### src/rtl/ccff_loader_pkg.sv
// Shared types and sizing helpers for the configuration-chain loader.
package ccff_loader_pkg;

    localparam int unsigned CHAIN_LEN_DEF = 64;
    localparam int unsigned MARK_W_DEF    = 4;
    localparam int unsigned MARKER_DEF    = 32'b1010;
    localparam int unsigned DATA_W_DEF    = 8;

    typedef enum logic [1:0] {
        IDLE = 2'd0,
        MARK = 2'd1,
        LOAD = 2'd2,
        DONE = 2'd3
    } state_e;

    // Wide enough to hold shift numbers 0..CHAIN_LEN+MARK_W.
    function automatic int unsigned shift_cnt_w(input int unsigned chain_len,
                                                input int unsigned mark_w);
        return $clog2(chain_len + mark_w + 1);
    endfunction

    function automatic int unsigned bytes_required(input int unsigned chain_len,
                                                   input int unsigned data_w);
        return (chain_len + data_w - 1) / data_w;
    endfunction

    function automatic int unsigned bit_cnt_w(input int unsigned data_w);
        return $clog2(data_w + 1);
    endfunction

endpackage

### src/rtl/ccff_byte_serializer.sv
// Holds one host byte and hands it out MSB-first, one bit per take.
module ccff_byte_serializer
    import ccff_loader_pkg::*;
#(
    parameter int unsigned DATA_W = DATA_W_DEF
) (
    input  logic              prog_clk,
    input  logic              prog_reset,
    input  logic              arm,
    input  logic              take,
    input  logic              stop,
    input  logic [DATA_W-1:0] s_data,
    input  logic              s_valid,
    output logic              s_ready,
    output logic              bit_c,
    output logic              bit_vld_c
);

    localparam int unsigned     BC_W = bit_cnt_w(DATA_W);
    localparam logic [BC_W-1:0] FULL = BC_W'(DATA_W);

    logic [DATA_W-1:0] shreg_q, shreg_d;
    logic [BC_W-1:0]   cnt_q, cnt_d;
    logic              rdy_q, rdy_d;

    // stop drops whatever is left; a new byte is only taken while empty.
    always_comb begin
        shreg_d = shreg_q;
        cnt_d   = cnt_q;
        if (stop) begin
            cnt_d = '0;
        end else if (s_valid && rdy_q) begin
            shreg_d = s_data;
            cnt_d   = FULL;
        end else if (take && (cnt_q != '0)) begin
            shreg_d = shreg_q << 1;
            cnt_d   = cnt_q - BC_W'(1);
        end
        rdy_d = arm && (cnt_d == '0);
    end

    always_ff @(posedge prog_clk) begin
        if (prog_reset) begin
            shreg_q <= '0;
            cnt_q   <= '0;
            rdy_q   <= 1'b0;
        end else begin
            shreg_q <= shreg_d;
            cnt_q   <= cnt_d;
            rdy_q   <= rdy_d;
        end
    end

    assign s_ready   = rdy_q;
    assign bit_c     = shreg_q[DATA_W-1];
    assign bit_vld_c = (cnt_q != '0);

endmodule

### src/rtl/ccff_chain_loader.sv
// Loads the fabric configuration chain: marker first, then host bytes MSB-first,
// and checks the marker as it comes back out of ccff_tail.
module ccff_chain_loader
    import ccff_loader_pkg::*;
#(
    parameter int unsigned        CHAIN_LEN = CHAIN_LEN_DEF,
    parameter int unsigned        MARK_W    = MARK_W_DEF,
    parameter logic [MARK_W-1:0]  MARKER    = MARK_W'(MARKER_DEF),
    parameter int unsigned        DATA_W    = DATA_W_DEF
) (
    input  logic              prog_clk,
    input  logic              prog_reset,
    input  logic              start,
    input  logic [DATA_W-1:0] s_data,
    input  logic              s_valid,
    output logic              s_ready,
    output logic              ccff_head,
    input  logic              ccff_tail,
    output logic              chain_en,
    output logic              busy,
    output logic              done,
    output logic              error
);

    localparam int unsigned      TOTAL  = CHAIN_LEN + MARK_W;
    localparam int unsigned      CNT_W  = shift_cnt_w(CHAIN_LEN, MARK_W);
    localparam logic [CNT_W-1:0] T_C    = CNT_W'(TOTAL);
    localparam logic [CNT_W-1:0] LAST_C = CNT_W'(TOTAL - 1);
    localparam logic [CNT_W-1:0] MARK_C = CNT_W'(MARK_W);
    localparam logic [CNT_W-1:0] WIN_LO = CNT_W'(CHAIN_LEN);
    localparam logic [CNT_W-1:0] WIN_HI = CNT_W'(CHAIN_LEN + MARK_W - 1);

    state_e            state_q, state_d;
    logic [CNT_W-1:0]  issue_q, issue_d;
    logic [CNT_W-1:0]  shift_q, shift_d;
    logic [MARK_W-1:0] mark_sr_q, mark_sr_d;
    logic [MARK_W-1:0] chk_sr_q, chk_sr_d;
    logic              head_q, head_d;
    logic              chain_en_q, chain_en_d;
    logic              shifted_q, shifted_d;
    logic              busy_q, busy_d;
    logic              done_q, done_d;
    logic              error_q, error_d;

    logic              take_c;
    logic              stop_c;
    logic              arm_c;
    logic              ser_bit_c;
    logic              ser_vld_c;

    ccff_byte_serializer #(
        .DATA_W (DATA_W)
    ) u_ser (
        .prog_clk   (prog_clk),
        .prog_reset (prog_reset),
        .arm        (arm_c),
        .take       (take_c),
        .stop       (stop_c),
        .s_data     (s_data),
        .s_valid    (s_valid),
        .s_ready    (s_ready),
        .bit_c      (ser_bit_c),
        .bit_vld_c  (ser_vld_c)
    );

    // issue_q counts bits launched into head_q; shift_q counts chain edges
    // that have actually happened, one cycle behind.
    always_comb begin
        state_d    = state_q;
        issue_d    = issue_q;
        mark_sr_d  = mark_sr_q;
        chk_sr_d   = chk_sr_q;
        error_d    = error_q;
        head_d     = 1'b0;
        chain_en_d = 1'b0;
        take_c     = 1'b0;
        stop_c     = 1'b0;
        shift_d    = shift_q + CNT_W'(chain_en_q);
        shifted_d  = chain_en_q;

        // Marker bit for shift n is at the tail the cycle after that shift.
        if (shifted_q && (shift_q >= WIN_LO) && (shift_q <= WIN_HI)) begin
            chk_sr_d = chk_sr_q << 1;
            if (ccff_tail != chk_sr_q[MARK_W-1]) begin
                error_d = 1'b1;
            end
        end

        case (state_q)
            IDLE, DONE: begin
                if (start) begin
                    state_d   = MARK;
                    issue_d   = '0;
                    shift_d   = '0;
                    error_d   = 1'b0;
                    mark_sr_d = MARKER;
                    chk_sr_d  = MARKER;
                end
            end
            MARK: begin
                chain_en_d = 1'b1;
                head_d     = mark_sr_q[MARK_W-1];
                mark_sr_d  = mark_sr_q << 1;
                issue_d    = issue_q + CNT_W'(1);
                if (issue_d == MARK_C) begin
                    state_d = LOAD;
                end
            end
            LOAD: begin
                if (ser_vld_c && (issue_q < T_C)) begin
                    take_c     = 1'b1;
                    chain_en_d = 1'b1;
                    head_d     = ser_bit_c;
                    issue_d    = issue_q + CNT_W'(1);
                    if (issue_d == T_C) begin
                        stop_c = 1'b1;
                    end
                end
                // Leave only once shift T has happened so error is settled.
                if (chain_en_q && (shift_q == LAST_C)) begin
                    state_d = DONE;
                end
            end
            default: state_d = IDLE;
        endcase

        arm_c  = (state_d == LOAD) && (issue_d < T_C);
        busy_d = (state_d == MARK) || (state_d == LOAD);
        done_d = (state_d == DONE);
    end

    always_ff @(posedge prog_clk) begin
        if (prog_reset) begin
            state_q    <= IDLE;
            issue_q    <= '0;
            shift_q    <= '0;
            mark_sr_q  <= '0;
            chk_sr_q   <= '0;
            head_q     <= 1'b0;
            chain_en_q <= 1'b0;
            shifted_q  <= 1'b0;
            busy_q     <= 1'b0;
            done_q     <= 1'b0;
            error_q    <= 1'b0;
        end else begin
            state_q    <= state_d;
            issue_q    <= issue_d;
            shift_q    <= shift_d;
            mark_sr_q  <= mark_sr_d;
            chk_sr_q   <= chk_sr_d;
            head_q     <= head_d;
            chain_en_q <= chain_en_d;
            shifted_q  <= shifted_d;
            busy_q     <= busy_d;
            done_q     <= done_d;
            error_q    <= error_d;
        end
    end

    assign ccff_head = head_q;
    assign chain_en  = chain_en_q;
    assign busy      = busy_q;
    assign done      = done_q;
    assign error     = error_q;

endmodule

### config.mk
export PLATFORM = sky130hd
export DESIGN_NAME = ccff_chain_loader
export DESIGN_NICKNAME = d
export VERILOG_FILES = /design/src/rtl/ccff_loader_pkg.sv /design/src/rtl/ccff_byte_serializer.sv /design/src/rtl/ccff_chain_loader.sv
export SDC_FILE = /design/constraint.sdc
export NUM_CORES = 1
export LEC_CHECK = 0
export BUFFER_PORTS_ARGS = -buffer_cell sky130_fd_sc_hd__buf_2
export CORE_ASPECT_RATIO = 1.5
export CORE_MARGIN = 1.5
export CORE_UTILIZATION = 63
export DETAILED_ROUTE_END_ITERATION = 7
export HOLD_SLACK_MARGIN = 0.06
export PLACE_DENSITY = 0.92
export REMOVE_ABC_BUFFERS = 1
export SLEW_MARGIN = 20
export SYNTH_ARGS = -nofsm -noshare
export SYNTH_HDL_FRONTEND = slang
export SYNTH_SLANG_ARGS = --single-unit
export TNS_END_PERCENT = 10
### constraint.sdc
create_clock -name prog_clk -period 4.3 [get_ports prog_clk]
set_input_delay 1.29 -clock prog_clk [delete_from_list [all_inputs] [get_ports prog_clk]]
set_output_delay 1.29 -clock prog_clk [all_outputs]
set_load 0.01 [all_outputs]
==> impl_metrics.ini <==
[clock_tree]
post_cts_buffers = 0
postCtsHoldBufs = 0
cts_max_path_buffers = 2
clock_latency_ns = 0.30
cts_tree = done
ctsResizeCount = 0
cts_buffers = 5
cts_sinks = 42
htreeDepth = 2
cts_root_buf = clkbuf_8
path_clk_slew_ns = 0.08

[synthesis]
yosys_warnings = 0
synthFlopType = dfxtp_1
synth_edf_count = 0
synth-seq-area-share_pct = 40.8
synth_area_um2 = 2060
synth-seq-cells = 42
synth_cell_type_count = 51
avgSynthCellArea_um2 = 8.56
netlist_instances = 241
ys_async_sr_fraction_pct = 0

[grt]
grt_start_max_net_pins = 30
first_global_vias = 1610
overflow = 0
grt.total_usage_pct = 24.0
antenna_found_initial = 0
grt_pass1_wl_mm = 6.80

[timing]
worst_pin_slew_ns = 0.558
finalHoldViolCount = 0
setup_tns_ns = 0
drv_slew = 0
post-route-period-util_pct = 60.8
rsz0062_at_grt = false
clock_skew_ns = 0.00548
slew_headroom_pct = 62.8
fin_crit_ns = 2.62
post-route-worst-setup-slack_ns = 1.68
setup_viol = 0
max_freq_mhz = 382

[floorplan]
die_w_um = 49.7
num_rows = 25
initial_core_util_pct = 65.9
pin_count = 19
core_area_um2 = 3130
dieHeight_um = 73.1
dieArea_um2 = 3630

[setup_path]
start_kind = register
path_class = register to register
crit_required_ns = 4.46
crit_path_max_fanout = 7
cp-end-kind = register
worstPathArrival_ns = 2.78

[cells_and_area]
nets = 274
fin_area_um2 = 2260
mostFrequentLayoutCells = dfxtp_1, nor2_1, nand2_1, buf_2, nand3_1
areaGrowthSynthToFinish_pct = 9.59
n_antenna_cell = 0
mostFrequentLayoutCell = dfxtp_1
drive_gt1_share_pct = 13.4

[power_and_ir_drop]
p_comb_share_pct = 7.4
leakagePower_nw = 0.887
ir_drop_uv = 291
internal_power_mw = 0.589
seq_power_share_pct = 52.4
powerDensity_nw_per_um2 = 339
power_frac_clock_pct = 40.2
post-layout-total-power_mw = 0.767
p_sw_share_pct = 23.2
p_switching_mw = 0.178

[min_path]
holdCritPathClass = register to register

[drt]
routedWlPerCell_um = 13.8
wirelength_mm = 4.05
vias_per_cell = 5.97
firstDrtPassIters = 5
num_vias = 1756
ant_nets = 0
drc = 0
dr.first_iter.drc_count = 53

[placement]
dpl.hpwl_mm = 2.88
preCtsSetupSlack_ns = 1.61
portBuffers = 18
postPlaceCellArea_um2 = 2150
gp_congestion = 0.849

[run]
max_cap_violations = 0

[status]
status = finished clean
-- flip-flops by register name, summed over array words and instances (netlist names), 2 cells and up --
signal and cells:
chk_sr_q 4, issue_q 7, mark_sr_q 3, shift_q 7, state_q 2, u_ser.cnt_q 4, u_ser.shreg_q 8
-- critical path: stages, from the launching register on --
cell     delay (ns)
dfxtp_1        0.39
ha_1           0.29
or4b_2         0.68
nor3_1         0.27
o22ai_1        0.15
o22ai_1        0.29
inv_1          0.08
ha_1           0.21
nor2b_1        0.13
-- stage by stage --
| stage | std cells | util, % | hold slack [ns] |
|---|---|---|---|
| 5_1_grt | 294 | 72.2 | 0.483 |
| 3_3_place_gp | 286 | 68.7 | 0.444 |
| 2_1_floorplan | 228 | - | 0.426 |
| 3_5_place_dp | 286 | 68.7 | 0.455 |
| 4_1_cts | 294 | 72.2 | 0.470 |
| 6_report | 294 | 72.2 | 0.461 |
-- cell type report --
class	instances	area [um^2]
Tap cell	40	50.0
Sequential cell	42	841
Clock buffer	6	72.6
Multi-Input combinational cell	173	1120
Timing Repair Buffer	18	90.1
Clock inverter	2	37.5
Inverter	13	48.8
Fill cell	250	868
-- cells by family after synthesis --
kind of cell / synth area share, %
AND/OR/NAND/NOR: 25.8
AO/OA/AOI/OAI: 18.8
flip-flops: 40.8
buffers and inverters: 4.92
XOR/XNOR: 3.40
adder cells (fa/ha/maj): 4.85
multiplexers: 1.46
-- worst paths after layout --
path | start | end | cells past startpoint | slack [ns]
max | issue_q[0]$_SDFFE_PP0P_ | done$_SDFF_PP0_ | 8 | 1.68
min | chk_sr_q[2]$_SDFF_PP0_ | chk_sr_q[2]$_SDFF_PP0_ | 2 | 0.46
max reg2reg | issue_q[0]$_SDFFE_PP0P_ | done$_SDFF_PP0_ | 8 | 1.68
min reg2reg | chk_sr_q[2]$_SDFF_PP0_ | chk_sr_q[2]$_SDFF_PP0_ | 2 | 0.46
-- routing by layer --
| metal | routed length [um] | vias up | track usage (%) |
|---|---|---|---|
| li1 | - | 887 | - |
| met4 | 95 | 0 | 11.1 |
| met5 | 0 | - | 0 |
| met1 | 1680 | 804 | 25.9 |
| met3 | 195 | 13 | 6.15 |
| met2 | 2080 | 52 | 43.4 |
-- cells in the mapped netlist, types with 3 or more instances --
cell type / n / area (um^2)
a211oi_1: 3 / 22.5
a21oi_1: 14 / 70.1
a311oi_1: 7 / 61.3
a31oi_1: 5 / 31.3
and2_1: 4 / 25.0
and3_1: 6 / 37.5
buf_2: 3 / 15.0
clkbuf_1: 10 / 37.5
dfxtp_1: 42 / 841
ha_1: 8 / 100
inv_1: 13 / 48.8
mux2i_1: 3 / 30.0
nand2_1: 18 / 67.6
nand3_1: 16 / 80.1
nor2_1: 31 / 116
nor2b_1: 6 / 37.5
nor3_1: 3 / 15.0
o21ai_0: 5 / 25.0
xor2_1: 6 / 52.6
-- power groups by stage --
stage	clock network [mW]	logic, mW	registers (mW)
2_1_floorplan	0	0.0343	0.410
3_3_place_gp	0	0.0539	0.410
3_5_place_dp	0	0.0552	0.410
4_1_cts	0.313	0.0562	0.401
5_1_grt	0.328	0.0629	0.402
6_report	0.309	0.0569	0.402
Note: power is estimated with default switching activity, not from simulation.
